`config.mk`:
```
export PLATFORM = sky130hd
export DESIGN_NAME = sio_peer_port
export DESIGN_NICKNAME = d
export VERILOG_FILES = /design/src/rtl/sio_pkg.sv /design/src/rtl/sio_rx_sampler.sv /design/src/rtl/sio_peer_port.sv
export SDC_FILE = /design/constraint.sdc
export NUM_CORES = 1
export LEC_CHECK = 0
export ABC_CLOCK_PERIOD_IN_PS = 5800
export CAP_MARGIN = 10
export CORE_ASPECT_RATIO = 1.75
export CORE_MARGIN = 4
export CORE_UTILIZATION = 37
export DETAILED_ROUTE_END_ITERATION = 10
export MAX_ROUTING_LAYER = met4
export PLACE_DENSITY_LB_ADDON = 0.05
export SYNTH_ARGS = -nofsm -noshare
export SYNTH_HDL_FRONTEND = slang
export SYNTH_SLANG_ARGS = --single-unit
```
`constraint.sdc`:
```
create_clock -name clk -period 5.8 [get_ports clk]
set_input_delay 0.58 -clock clk [delete_from_list [all_inputs] [get_ports clk]]
set_output_delay 0.58 -clock clk [all_outputs]
set_load 0.02 [all_outputs]
```
`src/rtl/sio_pkg.sv`:
```
// Shared types and constants for the POKEY SIO peer port (RX/TX FSM states, frame geometry).
package sio_pkg;

  typedef enum logic [2:0] {
    RX_IDLE      = 3'd0,
    RX_START     = 3'd1,
    RX_DATA      = 3'd2,
    RX_STOP      = 3'd3,
    RX_WAIT_HIGH = 3'd4
  } rx_state_e;

  typedef enum logic [1:0] {
    TX_IDLE  = 2'd0,
    TX_START = 2'd1,
    TX_DATA  = 2'd2,
    TX_STOP  = 2'd3
  } tx_state_e;

  localparam int FRAME_BITS = 10;
  localparam int DATA_BITS  = 8;

  // Bits needed for a down-counter holding 0 .. n-1.
  function automatic int cnt_width(input int n);
    return (n <= 2) ? 1 : $clog2(n);
  endfunction

endpackage

```
`src/rtl/sio_rx_sampler.sv`:
```
// Receive half of the SIO peer: 2-flop synchronizer, start detection, mid-bit sampling, RX FSM
// and the byte handshake. Break detection is compiled in only when SIO_BREAK_DET_EN is defined.
module sio_rx_sampler
  import sio_pkg::*;
#(
  parameter int CLKS_PER_BIT = 93,
  parameter int BREAK_BITS   = 10
) (
  input  logic                 clk,
  input  logic                 rst,
  input  logic                 sod_in,
  input  logic                 rx_ack,
  output logic [DATA_BITS-1:0] rx_data,
  output logic                 rx_valid,
  output logic                 rx_frame_err,
  output logic                 rx_overrun,
  output logic                 rx_break
);

  localparam int             CW        = cnt_width(CLKS_PER_BIT);
  localparam logic [CW-1:0]  HALF_LOAD = CW'(CLKS_PER_BIT / 2 - 1);
  localparam logic [CW-1:0]  FULL_LOAD = CW'(CLKS_PER_BIT - 1);
  localparam logic [2:0]     LAST_BIT  = 3'(DATA_BITS - 1);

  if (CLKS_PER_BIT < 4 || BREAK_BITS < 1) begin : g_bad_cfg
    $error("sio_rx_sampler: CLKS_PER_BIT must be >= 4 and BREAK_BITS >= 1");
  end

  rx_state_e            state_q, state_d;
  logic [CW-1:0]        cnt_q, cnt_d;
  logic [2:0]           bit_idx_q, bit_idx_d;
  logic [DATA_BITS-1:0] shift_q, shift_d;
  logic [DATA_BITS-1:0] data_q, data_d;
  logic                 valid_q, valid_d;
  logic                 frame_err_q, frame_err_d;
  logic                 overrun_q, overrun_d;
  logic                 sod_meta_q, sod_s_q, sod_prev_q;
  logic                 cnt_expire, byte_done;

  assign cnt_expire = (cnt_q == {CW{1'b0}});

  // RX FSM next state: sample in the middle of each bit, counting from the start-bit edge.
  always_comb begin
    state_d     = state_q;
    cnt_d       = cnt_expire ? cnt_q : cnt_q - CW'(1);
    bit_idx_d   = bit_idx_q;
    shift_d     = shift_q;
    byte_done   = 1'b0;
    frame_err_d = 1'b0;
    case (state_q)
      RX_IDLE: begin
        if (sod_prev_q && !sod_s_q) begin
          state_d = RX_START;
          cnt_d   = HALF_LOAD;
        end else begin
          state_d = RX_IDLE;
        end
      end
      RX_START: begin
        if (cnt_expire && !sod_s_q) begin
          state_d   = RX_DATA;
          cnt_d     = FULL_LOAD;
          bit_idx_d = 3'd0;
        end else if (cnt_expire) begin
          state_d = RX_IDLE;
        end else begin
          state_d = RX_START;
        end
      end
      RX_DATA: begin
        if (cnt_expire) begin
          shift_d = {sod_s_q, shift_q[DATA_BITS-1:1]};
          cnt_d   = FULL_LOAD;
          if (bit_idx_q == LAST_BIT) begin
            state_d   = RX_STOP;
            bit_idx_d = 3'd0;
          end else begin
            state_d   = RX_DATA;
            bit_idx_d = bit_idx_q + 3'd1;
          end
        end else begin
          state_d = RX_DATA;
        end
      end
      RX_STOP: begin
        if (cnt_expire && sod_s_q) begin
          byte_done = 1'b1;
          state_d   = RX_IDLE;
        end else if (cnt_expire) begin
          frame_err_d = 1'b1;
          state_d     = RX_WAIT_HIGH;
        end else begin
          state_d = RX_STOP;
        end
      end
      RX_WAIT_HIGH: begin
        if (sod_s_q) begin
          state_d = RX_IDLE;
        end else begin
          state_d = RX_WAIT_HIGH;
        end
      end
      default: state_d = RX_IDLE;
    endcase
  end

  // Handshake: an ack on the completion cycle frees the slot in time for the new byte.
  always_comb begin
    data_d    = data_q;
    valid_d   = valid_q;
    overrun_d = rx_ack ? 1'b0 : overrun_q;
    if (rx_ack && valid_q) begin
      valid_d = 1'b0;
    end else begin
      valid_d = valid_q;
    end
    if (byte_done && (!valid_q || rx_ack)) begin
      data_d  = shift_q;
      valid_d = 1'b1;
    end else if (byte_done) begin
      overrun_d = 1'b1;
    end else begin
      data_d = data_q;
    end
  end

  // RX state registers.
  always_ff @(posedge clk) begin
    if (rst) begin
      sod_meta_q  <= 1'b1;
      sod_s_q     <= 1'b1;
      sod_prev_q  <= 1'b1;
      state_q     <= RX_IDLE;
      cnt_q       <= {CW{1'b0}};
      bit_idx_q   <= 3'd0;
      shift_q     <= {DATA_BITS{1'b0}};
      data_q      <= {DATA_BITS{1'b0}};
      valid_q     <= 1'b0;
      frame_err_q <= 1'b0;
      overrun_q   <= 1'b0;
    end else begin
      sod_meta_q  <= sod_in;
      sod_s_q     <= sod_meta_q;
      sod_prev_q  <= sod_s_q;
      state_q     <= state_d;
      cnt_q       <= cnt_d;
      bit_idx_q   <= bit_idx_d;
      shift_q     <= shift_d;
      data_q      <= data_d;
      valid_q     <= valid_d;
      frame_err_q <= frame_err_d;
      overrun_q   <= overrun_d;
    end
  end

  assign rx_data      = data_q;
  assign rx_valid     = valid_q;
  assign rx_frame_err = frame_err_q;
  assign rx_overrun   = overrun_q;

`ifdef SIO_BREAK_DET_EN
  localparam int            BREAK_CYCLES = BREAK_BITS * CLKS_PER_BIT;
  localparam int            BW           = cnt_width(BREAK_CYCLES + 1);
  localparam logic [BW-1:0] BREAK_MAX    = BW'(BREAK_CYCLES);

  logic [BW-1:0] low_cnt_q, low_cnt_d;
  logic          break_q, break_d;

  // Saturating low-run counter; any high sample ends the break.
  always_comb begin
    if (sod_s_q) begin
      low_cnt_d = {BW{1'b0}};
      break_d   = 1'b0;
    end else if (low_cnt_q == BREAK_MAX) begin
      low_cnt_d = low_cnt_q;
      break_d   = 1'b1;
    end else begin
      low_cnt_d = low_cnt_q + BW'(1);
      break_d   = (low_cnt_q == BREAK_MAX - BW'(1));
    end
  end

  // Break detector registers.
  always_ff @(posedge clk) begin
    if (rst) begin
      low_cnt_q <= {BW{1'b0}};
      break_q   <= 1'b0;
    end else begin
      low_cnt_q <= low_cnt_d;
      break_q   <= break_d;
    end
  end

  assign rx_break = break_q;
`else
  assign rx_break = 1'b0;
`endif

endmodule

```
`src/rtl/sio_peer_port.sv`:
```
// Device-side endpoint of the POKEY SIO link: 8N1 receiver on sod, 8N1 transmitter on sid.
// Define SIO_BREAK_DET_EN to enable break detection on sod (rx_break is tied low otherwise).
module sio_peer_port
  import sio_pkg::*;
#(
  parameter int CLKS_PER_BIT = 93,
  parameter int BREAK_BITS   = 10
) (
  input  logic       clk,
  input  logic       rst,
  input  logic       sod_in,
  output logic       sid_out,
  input  logic [7:0] tx_data,
  input  logic       tx_valid,
  output logic       tx_ready,
  output logic [7:0] rx_data,
  output logic       rx_valid,
  input  logic       rx_ack,
  output logic       rx_frame_err,
  output logic       rx_overrun,
  output logic       rx_break
);

  localparam int            CW        = cnt_width(CLKS_PER_BIT);
  localparam logic [CW-1:0] FULL_LOAD = CW'(CLKS_PER_BIT - 1);
  localparam logic [2:0]    LAST_BIT  = 3'(DATA_BITS - 1);

  sio_rx_sampler #(
    .CLKS_PER_BIT(CLKS_PER_BIT),
    .BREAK_BITS  (BREAK_BITS)
  ) u_rx (
    .clk         (clk),
    .rst         (rst),
    .sod_in      (sod_in),
    .rx_ack      (rx_ack),
    .rx_data     (rx_data),
    .rx_valid    (rx_valid),
    .rx_frame_err(rx_frame_err),
    .rx_overrun  (rx_overrun),
    .rx_break    (rx_break)
  );

  tx_state_e            tx_state_q, tx_state_d;
  logic [CW-1:0]        tx_cnt_q, tx_cnt_d;
  logic [2:0]           tx_bit_q, tx_bit_d;
  logic [DATA_BITS-1:0] tx_shift_q, tx_shift_d;
  logic                 sid_q, sid_d;
  logic                 ready_q, ready_d;
  logic                 tx_expire;

  assign tx_expire = (tx_cnt_q == {CW{1'b0}});

  // TX FSM: sid_d is the level for the next cycle, so each bit lasts exactly CLKS_PER_BIT cycles.
  always_comb begin
    tx_state_d = tx_state_q;
    tx_cnt_d   = tx_expire ? tx_cnt_q : tx_cnt_q - CW'(1);
    tx_bit_d   = tx_bit_q;
    tx_shift_d = tx_shift_q;
    sid_d      = sid_q;
    ready_d    = ready_q;
    case (tx_state_q)
      TX_IDLE: begin
        if (tx_valid && ready_q) begin
          tx_shift_d = tx_data;
          tx_cnt_d   = FULL_LOAD;
          sid_d      = 1'b0;
          ready_d    = 1'b0;
          tx_state_d = TX_START;
        end else begin
          sid_d   = 1'b1;
          ready_d = 1'b1;
        end
      end
      TX_START: begin
        if (tx_expire) begin
          sid_d      = tx_shift_q[0];
          tx_shift_d = {1'b1, tx_shift_q[DATA_BITS-1:1]};
          tx_cnt_d   = FULL_LOAD;
          tx_bit_d   = 3'd0;
          tx_state_d = TX_DATA;
        end else begin
          tx_state_d = TX_START;
        end
      end
      TX_DATA: begin
        if (tx_expire && tx_bit_q == LAST_BIT) begin
          sid_d      = 1'b1;
          tx_cnt_d   = FULL_LOAD;
          tx_state_d = TX_STOP;
        end else if (tx_expire) begin
          sid_d      = tx_shift_q[0];
          tx_shift_d = {1'b1, tx_shift_q[DATA_BITS-1:1]};
          tx_cnt_d   = FULL_LOAD;
          tx_bit_d   = tx_bit_q + 3'd1;
        end else begin
          tx_state_d = TX_DATA;
        end
      end
      TX_STOP: begin
        if (tx_expire) begin
          ready_d    = 1'b1;
          tx_state_d = TX_IDLE;
        end else begin
          tx_state_d = TX_STOP;
        end
      end
      default: tx_state_d = TX_IDLE;
    endcase
  end

  // TX state registers; reset drives the line idle-high immediately.
  always_ff @(posedge clk) begin
    if (rst) begin
      tx_state_q <= TX_IDLE;
      tx_cnt_q   <= {CW{1'b0}};
      tx_bit_q   <= 3'd0;
      tx_shift_q <= {DATA_BITS{1'b0}};
      sid_q      <= 1'b1;
      ready_q    <= 1'b1;
    end else begin
      tx_state_q <= tx_state_d;
      tx_cnt_q   <= tx_cnt_d;
      tx_bit_q   <= tx_bit_d;
      tx_shift_q <= tx_shift_d;
      sid_q      <= sid_d;
      ready_q    <= ready_d;
    end
  end

  assign sid_out  = sid_q;
  assign tx_ready = ready_q;

endmodule

```
==> run_results.csv <==
group,metric,value,unit
clock_network,cts.sinks,57,
routing,drt_iter0_drc,123,
timing,hold_violations,0,
routing,drc,0,
finish,nNetsFinal,360,
power,p_switching,0.6103,mW
routing,drt-wirelength-per-cell,16.30,um
timing,period_minus_slack,2424,ps
synthesis,seq_area_frac_synth,39.74,%
timing,slew_headroom,42.86,%
power,pwr-share-seq,31.5,%
critical_path,max_stage_delay,540,ps
grt,overflow,0,
synthesis,synth_area_leaders,"dfxtp_1, ha_1, mux2i_1, o21ai_0, a21oi_1",
synthesis,yosys.area_share.simple,20.48,%
routing,vias,2364,
clock_network,cts_tree,"yes",
clock_network,clockRootBuffer,"clkbuf_16",
timing,rsz0062_at_grt,"no",
timing,fin_setup_tns,0,ps
power,combinationalPowerShare,35.3,%
grt,grt_pass1_wl,11.72,mm
critical_path,path_cells,"inv_1, ha_1, or4b_4, nor3_4, inv_2, ha_1, inv_1, a221oi_1, o21ai_0",
synthesis,synthMuxAreaShare,5.577,%
critical_path,cp_slowest_cell,"or4b_4",
power,internal_power,1.094,mW
timing,fmax,412.5,MHz
run,drv_cap,0,
synthesis,avgSynthCellArea,9.174,um^2
grt,grt_pass1_vias,2403,
synthesis,syn_inst,313,
critical_path,crit_family,"simple AND/OR/NAND/NOR gates",
critical_path,rrSetupSlack,3380,ps
routing,routed_wl,6.942,mm
critical_path,path_class,"register to register",
synthesis,yosys_warnings,0,
finish,seq_area,0.001141,mm^2
floorplanning,core_area,0.007567,mm^2
synthesis,synth_seq_cells,57,
timing,slew_viol_final,0,
floorplanning,initial_utilization,37.95,%
floorplanning,die_width,74.60,um
finish,drive_above_1_share,12.43,%
floorplanning,die_h,124.5,um
finish,fillCellCount,771,
synthesis,synth_top_family_by_area,"compound AO/OA/AOI/OAI gates",
timing,period_share,41.80,%
floorplanning,io_pins,27,
clock_network,cts_resized,0,
timing,finalSetupViolCount,0,
synthesis,synthFlopType,"dfxtp_1",
synthesis,synth_xor_area_share,2.135,%
clock_network,clk_pin_slew_worst_paths,50,ps
finish,multiInputGateArea,0.001589,mm^2
synthesis,synth_compound_area_share,20.92,%
synthesis,syn_nets,340,
clock_network,cts_max_path_buffers,2,
status,status,"completed",
clock_network,cts_hold_buf,0,
floorplanning,fp.dieArea,0.009290,mm^2
clock_network,postCtsSetupBuffers,0,
clock_network,clock_latency,330,ps
power,clock_power_share,33.2,%
timing,fin_worst_skew,8.814,ps
power,ir_drop,0.2322,mV
synthesis,async_reset_ff_share,0,%
power,pwr_density_cell,490.9,mW/mm^2
synthesis,synth_fa_ha_area_share,6.100,%
timing,tightest_slew,855.3,ps
critical_path,worstPathRequired,5990,ps
synthesis,ys_types,61,
placement,dpl.hpwl,5.026,mm
grt,grt_use_total,17.00,%
critical_path,endpoint_kind,"register",
clock_network,htree_levels,3,
synthesis,yosysTopAreaCellShare,39.74,%
power,swShare,35.81,%
critical_path,arrival,2610,ps
routing,dr.pass1.iters,4,
power,leakage,1.248,nW
placement,portBuffers,25,
min_path,hp-class,"register to register",
floorplanning,std_cell_rows,42,
synthesis,synthesis.area,0.002872,mm^2
clock_network,cts_made_buffers,9,
critical_path,cp_max_fo,19,
finish,syn_to_final_growth,20.92,%
placement,globalplace.congestion,0.7761,
routing,antenna_left,0,
synthesis,synth-edff-count,0,
finish,fin_util,45.88,%
timing,timing.hold.ws,405.2,ps
routing,vias_per_cell,5.549,
critical_path,critPathLaunchType,"register",
critical_path,critPathBufInv,3,
finish,num_antenna_cells,0,
synthesis,synth_area_leader_cell,"dfxtp_1",
grt,grt_max_degree,52,
grt,antenna_found_initial,0,
## final timing paths
path                   startpoint       endpoint  depth (start not counted)
setup / recovery    u_rx.cnt_q[0]  u_rx.cnt_q[0]                          9
hold / removal    u_rx.sod_meta_q   u_rx.sod_s_q                          1
setup reg to reg    u_rx.cnt_q[0]  u_rx.cnt_q[0]                          9
hold reg to reg   u_rx.sod_meta_q   u_rx.sod_s_q                          1
## sequential cells by signal, summed over array words and instances, names as in the netlist, 2 cells and up
register        count
u_rx.state_q        3
u_rx.rx_data        8
tx_bit_q            3
u_rx.bit_idx_q      3
tx_cnt_q            7
tx_shift_q          8
tx_state_q          2
u_rx.cnt_q          7
u_rx.shift_q        8
## area by class of cell
class                           instances  area share (%)
Tap cell                               88           3.171
Sequential cell                        57           32.86
Inverter                               14           1.514
Clock inverter                          7           2.703
Timing Repair Buffer                   27           7.496
Clock buffer                            9           6.486
Multi-Input combinational cell        224           45.77
## kinds of logic (layout without fill, tap and decap cells)
group | count (synthesis) | after routing
AND/OR/NAND/NOR | 95 | 95
AO/OA/AOI/OAI | 91 | 91
flip-flops | 57 | 57
buffers and inverters | 32 | 57
multiplexers | 16 | 16
adder cells (fa/ha/maj) | 14 | 14
XOR/XNOR | 7 | 7
other | 1 | 1
## cells in the mapped netlist, types with 3 or more instances
| cell type | count |
|---|---|
| nor3_1 | 8 |
| mux2i_1 | 16 |
| nor2_1 | 24 |
| nand2_1 | 13 |
| nor2b_1 | 5 |
| or2_2 | 5 |
| buf_1 | 4 |
| a21oi_1 | 21 |
| inv_1 | 11 |
| nand4_1 | 10 |
| nor3b_1 | 3 |
| a31oi_1 | 15 |
| xor2_1 | 5 |
| ha_1 | 14 |
| clkbuf_1 | 8 |
| a21boi_0 | 3 |
| a211oi_1 | 6 |
| nand3_1 | 5 |
| buf_4 | 3 |
| o21ai_0 | 25 |
| dfxtp_1 | 57 |
## metrics by stage
stage / worst slack, ps / power (mW) / std cells / area [um^2]
after floorplan: 3513 / 1.020 / 313 / 2872
after global placement: 3318 / 1.147 / 410 / 3153
after detailed placement: 3288 / 1.153 / 410 / 3153
after CTS: 3348 / 1.735 / 426 / 3472
after global routing: 3173 / 1.830 / 426 / 3472
final: 3376 / 1.704 / 426 / 3472
## power by group through the flow
stage               combinational (mW)  sequential, mW  clock, mW
floorplan                        0.488           0.532          0
global placement                 0.602           0.545          0
detailed placement               0.609           0.545          0
CTS                              0.612           0.538      0.585
global route                     0.683           0.548      0.599
finish                           0.602           0.537      0.565
## cell usage in the layout (no fill, tap or decap), types with 3 or more instances in the layout
master,n
dfxtp_1,57
o21ai_0,25
nor2_1,24
clkdlybuf4s50_1,24
a21oi_1,21
mux2i_1,16
a31oi_1,15
ha_1,14
nand2_1,13
inv_1,11
nand4_1,10
clkbuf_16,9
nor3_1,8
a211oi_1,6
nor2b_1,5
or2_2,5
nand3_1,5
xor2_1,5
a21boi_0,3
nor3b_1,3
## per-layer routing
metal / wire (um) / GRT usage [%] / vias up
li1: - / - / 1180
met1: 2660 / 17.08 / 1106
met2: 3742 / 28.72 / 55
met3: 250 / 4.443 / 23
met4: 288 / 9.434 / 0
met5: 0 / - / -
Note: power is estimated with default switching activity, not from simulation.
